[config.mk]
export PLATFORM = sky130hd
export DESIGN_NAME = branch_resolve
export DESIGN_NICKNAME = d
export VERILOG_FILES = /design/src/rtl/branch_resolve.sv
export SDC_FILE = /design/constraint.sdc
export NUM_CORES = 1
export LEC_CHECK = 0
export BUFFER_PORTS_ARGS = -buffer_cell sky130_fd_sc_hd__buf_2
export CAP_MARGIN = 20
export CORE_MARGIN = 4
export CORE_UTILIZATION = 35
export CTS_CLUSTER_DIAMETER = 30
export CTS_CLUSTER_SIZE = 28
export DETAILED_ROUTE_END_ITERATION = 8
export PLACE_DENSITY_LB_ADDON = 0.2
export SKIP_CTS_REPAIR_TIMING = 1
export SLEW_MARGIN = 25
export SYNTH_ARGS = -nofsm -noshare
export SYNTH_HDL_FRONTEND = slang
export SYNTH_SLANG_ARGS = --single-unit
export TNS_END_PERCENT = 100
[constraint.sdc]
create_clock -name clk -period 7.2 [get_ports clk]
set_input_delay 0.36 -clock clk [delete_from_list [all_inputs] [get_ports clk]]
set_output_delay 0.36 -clock clk [all_outputs]
set_load 0.05 [all_outputs]
[src/rtl/branch_resolve.sv]
// Execute-stage branch/jump resolution: registered fetch redirect plus multi-cycle flush.
// Optional BRANCH_STATS_EN adds saturating branch / taken-branch counters.
module branch_resolve #(
    parameter int unsigned FLUSH_CYCLES = 2
) (
    input  logic        clk,
    input  logic        rst_n,
    input  logic        in_valid,
    input  logic        is_branch,
    input  logic        is_jal,
    input  logic        is_jalr,
    input  logic [2:0]  funct3,
    input  logic [31:0] pc,
    input  logic [31:0] rs1_val,
    input  logic [31:0] rs2_val,
    input  logic [31:0] imm,
    output logic        b_taken,
    output logic [31:0] b_pc,
    output logic [31:0] link_addr,
    output logic        flush,
    output logic        busy
`ifdef BRANCH_STATS_EN
    ,
    output logic [31:0] br_count,
    output logic [31:0] br_taken_count
`endif
);

    typedef enum logic {
        IDLE  = 1'b0,
        FLUSH = 1'b1
    } state_t;

    localparam logic [3:0] CNT_LOAD = 4'(FLUSH_CYCLES - 1);

    state_t      state_q, state_d;
    logic [3:0]  cnt_q, cnt_d;
    logic        b_taken_d;
    logic [31:0] b_pc_d;
    logic [31:0] link_d;

    logic        sel_jalr, sel_jal, sel_br;
    logic        cond_met;
    logic        taken;
    logic        accept;
    logic [31:0] target;
    logic [31:0] pc_plus_imm;
    logic [31:0] rs1_plus_imm;
    logic [31:0] pc_plus_4;

    // JALR wins over JAL, which wins over a conditional branch.
    always_comb begin
        sel_jalr = is_jalr;
        sel_jal  = is_jal & ~is_jalr;
        sel_br   = is_branch & ~is_jal & ~is_jalr;
    end

    always_comb begin
        cond_met = 1'b0;
        case (funct3)
            3'b000:  cond_met = (rs1_val == rs2_val);
            3'b001:  cond_met = (rs1_val != rs2_val);
            3'b100:  cond_met = ($signed(rs1_val) <  $signed(rs2_val));
            3'b101:  cond_met = ($signed(rs1_val) >= $signed(rs2_val));
            3'b110:  cond_met = (rs1_val <  rs2_val);
            3'b111:  cond_met = (rs1_val >= rs2_val);
            default: cond_met = 1'b0;
        endcase
    end

    always_comb begin
        pc_plus_imm  = pc + imm;
        rs1_plus_imm = rs1_val + imm;
        pc_plus_4    = pc + 32'd4;
        target       = sel_jalr ? (rs1_plus_imm & ~32'h1) : pc_plus_imm;
        taken        = sel_jalr | sel_jal | (sel_br & cond_met);
        accept       = in_valid & (state_q == IDLE);
    end

    // Next-state: a taken instruction arms the redirect pulse and the flush window.
    always_comb begin
        state_d   = state_q;
        cnt_d     = cnt_q;
        b_taken_d = 1'b0;
        b_pc_d    = b_pc;
        link_d    = link_addr;
        case (state_q)
            IDLE: begin
                if (accept) begin
                    if (sel_jalr || sel_jal) begin
                        link_d = pc_plus_4;
                    end
                    if (taken) begin
                        b_taken_d = 1'b1;
                        b_pc_d    = target;
                        state_d   = FLUSH;
                        cnt_d     = CNT_LOAD;
                    end
                end
            end
            FLUSH: begin
                if (cnt_q == 4'd0) begin
                    state_d = IDLE;
                end else begin
                    cnt_d = cnt_q - 4'd1;
                end
            end
            default: begin
                state_d = IDLE;
                cnt_d   = 4'd0;
            end
        endcase
    end

    always_ff @(posedge clk) begin
        if (!rst_n) begin
            state_q   <= IDLE;
            cnt_q     <= 4'd0;
            b_taken   <= 1'b0;
            b_pc      <= 32'd0;
            link_addr <= 32'd0;
        end else begin
            state_q   <= state_d;
            cnt_q     <= cnt_d;
            b_taken   <= b_taken_d;
            b_pc      <= b_pc_d;
            link_addr <= link_d;
        end
    end

    assign flush = (state_q == FLUSH);
    assign busy  = (state_q == FLUSH);

`ifdef BRANCH_STATS_EN
    // Counters only see instructions actually accepted as conditional branches.
    always_ff @(posedge clk) begin
        if (!rst_n) begin
            br_count       <= 32'd0;
            br_taken_count <= 32'd0;
        end else if (accept && sel_br) begin
            if (br_count != 32'hFFFF_FFFF) begin
                br_count <= br_count + 32'd1;
            end
            if (cond_met && (br_taken_count != 32'hFFFF_FFFF)) begin
                br_taken_count <= br_taken_count + 32'd1;
            end
        end
    end
`endif

endmodule

* Word level (Yosys, flattened, before mapping)
Index checks and enable logic that the tools add are counted.
** Operators by class
- Reductions and logical operators :: 7
- Add/subtract/negate cells :: 4
- $lt $le $gt $ge :: 4
- Mux-type cells :: 10
- Bitwise gates (word level) :: 11
- Equality and inequality tests :: 10
** Operators by type and width (number)
- 32-bit adder :: 2
- 32-bit greater-or-equal comparator :: 2
- 32-bit < comparator :: 2
- 32-bit by 3-bit adder with 32-bit output (second input constant) :: 1
- 32-bit == test :: 1
- 32-bit 2-to-1 mux :: 1
- 32-bit inequality test :: 1
- 3-bit == test (second input constant) :: 4
- 4-bit 2-to-1 mux :: 3
- 3-bit AND reduction :: 3
- 4-bit case mux with 2 select lines :: 1
- 2-bit inequality test (second input constant) :: 3
- 1-bit case mux with 6 select lines :: 1
- 1-bit bitwise AND :: 5
- 4-bit logical NOT :: 1
- 1-bit NOT :: 4
- 4-bit by 1-bit subtractor with 4-bit output (second input constant) :: 1
- 3-bit by 1-bit == test with 1-bit output (second input constant) :: 1
- 3-bit logical NOT :: 1
- 1-bit 2-to-1 mux :: 3
- 1-bit bitwise OR :: 2
- 1-bit case mux with 2 select lines :: 1
- 2-bit OR reduction :: 1
- 1-bit logical OR :: 1
** Storage, ports and cells
- Word-level logic and storage cells :: 51
- Bits of input ports :: 137
- Register bits :: 70
- Output and inout port bits :: 67

* Logic depth before layout (Yosys ltp)
- Word-level depth :: 8
- Depth in mapped cells :: 12
- Mapped depth without buffers :: 12

* Worst setup path before layout
Ideal clock, no wire load.
- Path kind :: in2reg
- Start point :: input rs1_val[14]
- End point :: register b_pc[31]
- Data arrival time :: 2.787 ns
- Library setup time :: 0.117 ns
- Slack :: 4.296 ns
- Cell stages on the path :: 11
- Data required time :: 7.083 ns
- Path buffers :: 1
- Cells stage by stage :: ha_1 -> buf_6 -> a21oi_2 -> inv_2 -> a221o_1 -> or3_4 -> o21ai_4 -> o41ai_2 -> o41ai_2 -> mux2_1 -> a32o_1
** Between the ends
- Cells in the longest elaborated chain, start to end :: 5
- Elaborated cells between the ends (all ways) :: 12
- Classes of those cells :: add/sub: 1; order compare: 4; eq/ne: 2; mux: 2; bitwise: 2; reduce/logical: 1
** RTL lines
- start, declared :: RTL line 14 : input logic [31:0] rs1_val,
- 32-bit greater-or-equal comparator, or another cell as far along :: RTL line 66 : 3'b111: cond_met = (rs1_val >= rs2_val);
- 1-bit case mux with 6 select lines :: RTL line 60 : case (funct3)
- 1-bit bitwise AND :: RTL line 76 : taken = sel_jalr | sel_jal | (sel_br & cond_met);
- 1-bit bitwise OR :: RTL line 76
- 3-bit AND reduction (no source line)
- end signal, assigned :: RTL line 126 : b_pc <= b_pc_d;
- end, declared :: RTL line 18 : output logic [31:0] b_pc,
Several ways; a longest one is shown, not always the timed one.
A chain may end at the register's enable or synchronous reset.

* Worst setup path after layout
- Start point :: input rs1_val[15]
- End point :: register b_pc[30]
Same word-level chain as after synthesis.

==> flow_metrics.tcl <==
set metrics [dict create \
    outcome "completed" \
    gpl.final_weighted_congestion 0.937 \
    cts_tree "yes" \
    final-hold-violation-count 0 \
    post-synth-top-area-fraction_pct 19.2 \
    place.detailed.instances 1396 \
    routed_wire_length_per_instance_um 16.8 \
    post_synth.cell_area_avg_um2 7.65 \
    synthToLayoutAreaGrowth_pct 21.9 \
    first_pass_iters 5 \
    die_width_um 152 \
    yosys_most_used_dff "dfxtp_1" \
    final-instance-count-excl-fill 1412 \
    slew-limit-headroom_pct 46.5 \
    synth_top_family_by_area "compound AO/OA/AOI/OAI gates" \
    critPathMaxFanout 41 \
    grt_antenna_before_repair 0 \
    worst_setup_hold_path_clk_slew_ps 60 \
    final_max_slew_viol_count 0 \
    yosysTopAreaCell "dfxtp_1" \
    worstSetupStartpointType "input port" \
    worstHoldPathType "input port to flop" \
    syn_nets 1188 \
    synth_mux_area_share_pct 1.82 \
    arrival_ps 3880 \
    tritoncts.num_buffers 9 \
    ys_seq_area_share_pct 19.2 \
    placement.io_buffers 203 \
    max_cap_violations 0 \
    ctsLongestPathBuffers 2 \
    path_delay_family "compound AO/OA/AOI/OAI gates" \
    ctsRootBufferMaster "clkbuf_16" \
    share_of_post_route_cells_with_drive_strength_above_1_pct 21.5 \
    global_route.usage.total_pct 19.7 \
    worstPathCellList "buf_2 > ha_1 > nand4_1 > nor4_1 > nand2_1 > xnor2_1 > a21oi_1 > a2111o_1 > o21ai_4 > buf_4 > a21bo_1 > o221a_1" \
    worstPathRequired_ps 7430 \
    max_clock_freq_mhz 274 \
    synth_cells 954 \
    cp-end-kind "flop" \
    num_antenna_cells 0 \
    post_synth_instance_area_um2 7300 \
    fin_skew_ps 7.06 \
    finalSetupTns_ps 0 \
    worst_path_max_delay_cell "nor4_1" \
    gr-total-overflow 0 \
    ys_seq_elements 70 \
    finalCritPeriodShare_pct 50.7 \
    antenna_violating_nets_post_route 0 \
    grt_first_pass_wirelength_um 37100 \
    synthXorXnorAreaFrac_pct 8.04 \
    clock-sinks 70 \
    synth_cell_type_count 76 \
    detailed_placer_s_ending_hpwl_um 19600 \
    critical_path_depth 12 \
    drt_iter0_markers 372 \
    dr_total_vias 7553 \
    synth-compound-area-share_pct 29.0 \
    synth_async_sr_flop_share_pct 0 \
    grt_setup_unrepaired "false" \
    first_global_vias 6928 \
    yosys.area_share.adder_pct 16.8 \
    ys.warnings.count 0 \
    routed_wirelength_um 23700 \
    number_of_enable_type_register_cells_in_the_synthesized_netlist 0 \
    worst_pin_slew_ps 797 \
    leakagePower_nw 4.16 \
    chipHeight_um 152 \
    layout_min_cycle_time_ps 3650 \
    top_level_ports 204 \
    synthSimpleGateAreaFrac_pct 20.1 \
    viasPerCell 5.35 \
    drcViolationCount 0 \
    design.die.area_um2 23200 \
    worst_path_largest_cell_delay_ps 720 \
    crit_buf_inv 2 \
    criticalPathCategory "input port to flop" \
    post_dp_cell_area_um2 8510 \
    hold_path_depth 3 \
    synth.top_cells.by_count "95 x ha_1, 89 x nor2_1, 84 x a21oi_1" \
    layout.nets 1371 \
    finalCoreUtilization_pct 43.7 \
    core-area_um2 20400 \
    htree_num_levels 3 \
    power.ir.vdd_worst_uv 114 \
    worstRegToRegCells 7 \
    fp-row-count 52 \
    ys_top_cells_by_area "dfxtp_1 19%, ha_1 16%, a21oi_1 5.8%, a211oi_1 4.9%, xor2_1 4.8%" \
    yosys.cell_count.top_type "ha_1" \
    pwr_density_cell_nw_per_um2 195 \
    grt_start_max_net_pins 62 \
    setup-violations-final 0 \
    worst_skew_pair.late_latency_ps 340 \
    floorplan.initialDensity_pct 35.8 \
    fin_area_um2 8890 \
]
[kinds of logic (layout without fill, tap and decap cells)]
group,after synthesis,count (layout)
flops,70,70
fa+ha+maj,97,97
simple gates,304,304
mux,13,13
xor+xnor,67,67
compound gates,315,315
buf+inv,88,276
[stage by stage]
step | hold slack [ps] | power, mW | setup WS, ps
6_report | 272 | 1.73 | 3550
5_1_grt | 284 | 1.83 | 3270
4_1_cts | 262 | 1.74 | 3600
3_5_place_dp | 445 | 1.18 | 3230
3_3_place_gp | 440 | 1.17 | 3320
2_1_floorplan | 448 | 0.980 | 4300
[state kept, by name, summed over array words and instances (netlist names)]
name,flops
b_pc,32
link_addr,32
b_taken,1
cnt_q,4
busy,1
[per-layer routing]
layer | vias to the layer above | wire length [um] | track usage, %
met2 | 217 | 10300 | 29.5
met5 | - | 0 | 0
met3 | 30 | 1210 | 2.98
li1 | 3900 | - | -
met1 | 3406 | 11700 | 29.2
met4 | 0 | 475 | 5.82
[where the power goes]
part           internal, mW  switching, mW  total (mW)
sequential            0.429         0.0217       0.450
combinational         0.249          0.471       0.720
clock                 0.382          0.179       0.561
total                  1.06          0.671        1.73
[placed cells by master, fill, tap and decap left out, types with 18 or more instances in the layout]
master,synthesis,layout
buf_2,5,202
a21o_1,24,24
nand3_1,22,22
nand2_1,82,82
nor3_1,18,18
nor2_1,89,89
a211oi_1,48,48
nand4_1,18,18
a21oi_1,84,84
xor2_1,40,40
ha_1,95,95
xnor2_1,27,27
dfxtp_1,70,70
o21ai_0,60,60
inv_1,52,52
[worst paths after layout]
path                               end  slack (ps)                      start
min          link_addr[0]$_SDFFE_PN0P_         270                      pc[0]
max              b_pc[30]$_SDFFE_PN0P_        3550                rs1_val[15]
max reg2reg      b_pc[30]$_SDFFE_PN0P_        4340            busy$_SDFF_PN0_
min reg2reg  link_addr[3]$_SDFFE_PN0P_         450  link_addr[3]$_SDFFE_PN0P_
[tightest hold or removal path, cell delays in order]
cell	delay, ps
buf_2	110
nand2_1	50
a21oi_1	50
[final cells by class]
class | count | area, um2
clock inverters | 6 | 133
multi-input cells | 796 | 5540
flip-flops and latches | 70 | 1400
clock buffers | 10 | 239
repair buffers | 206 | 1040
fillers | 2139 | 11500
well taps | 270 | 338
inverters | 54 | 203
(Power assumes the default switching activity.)
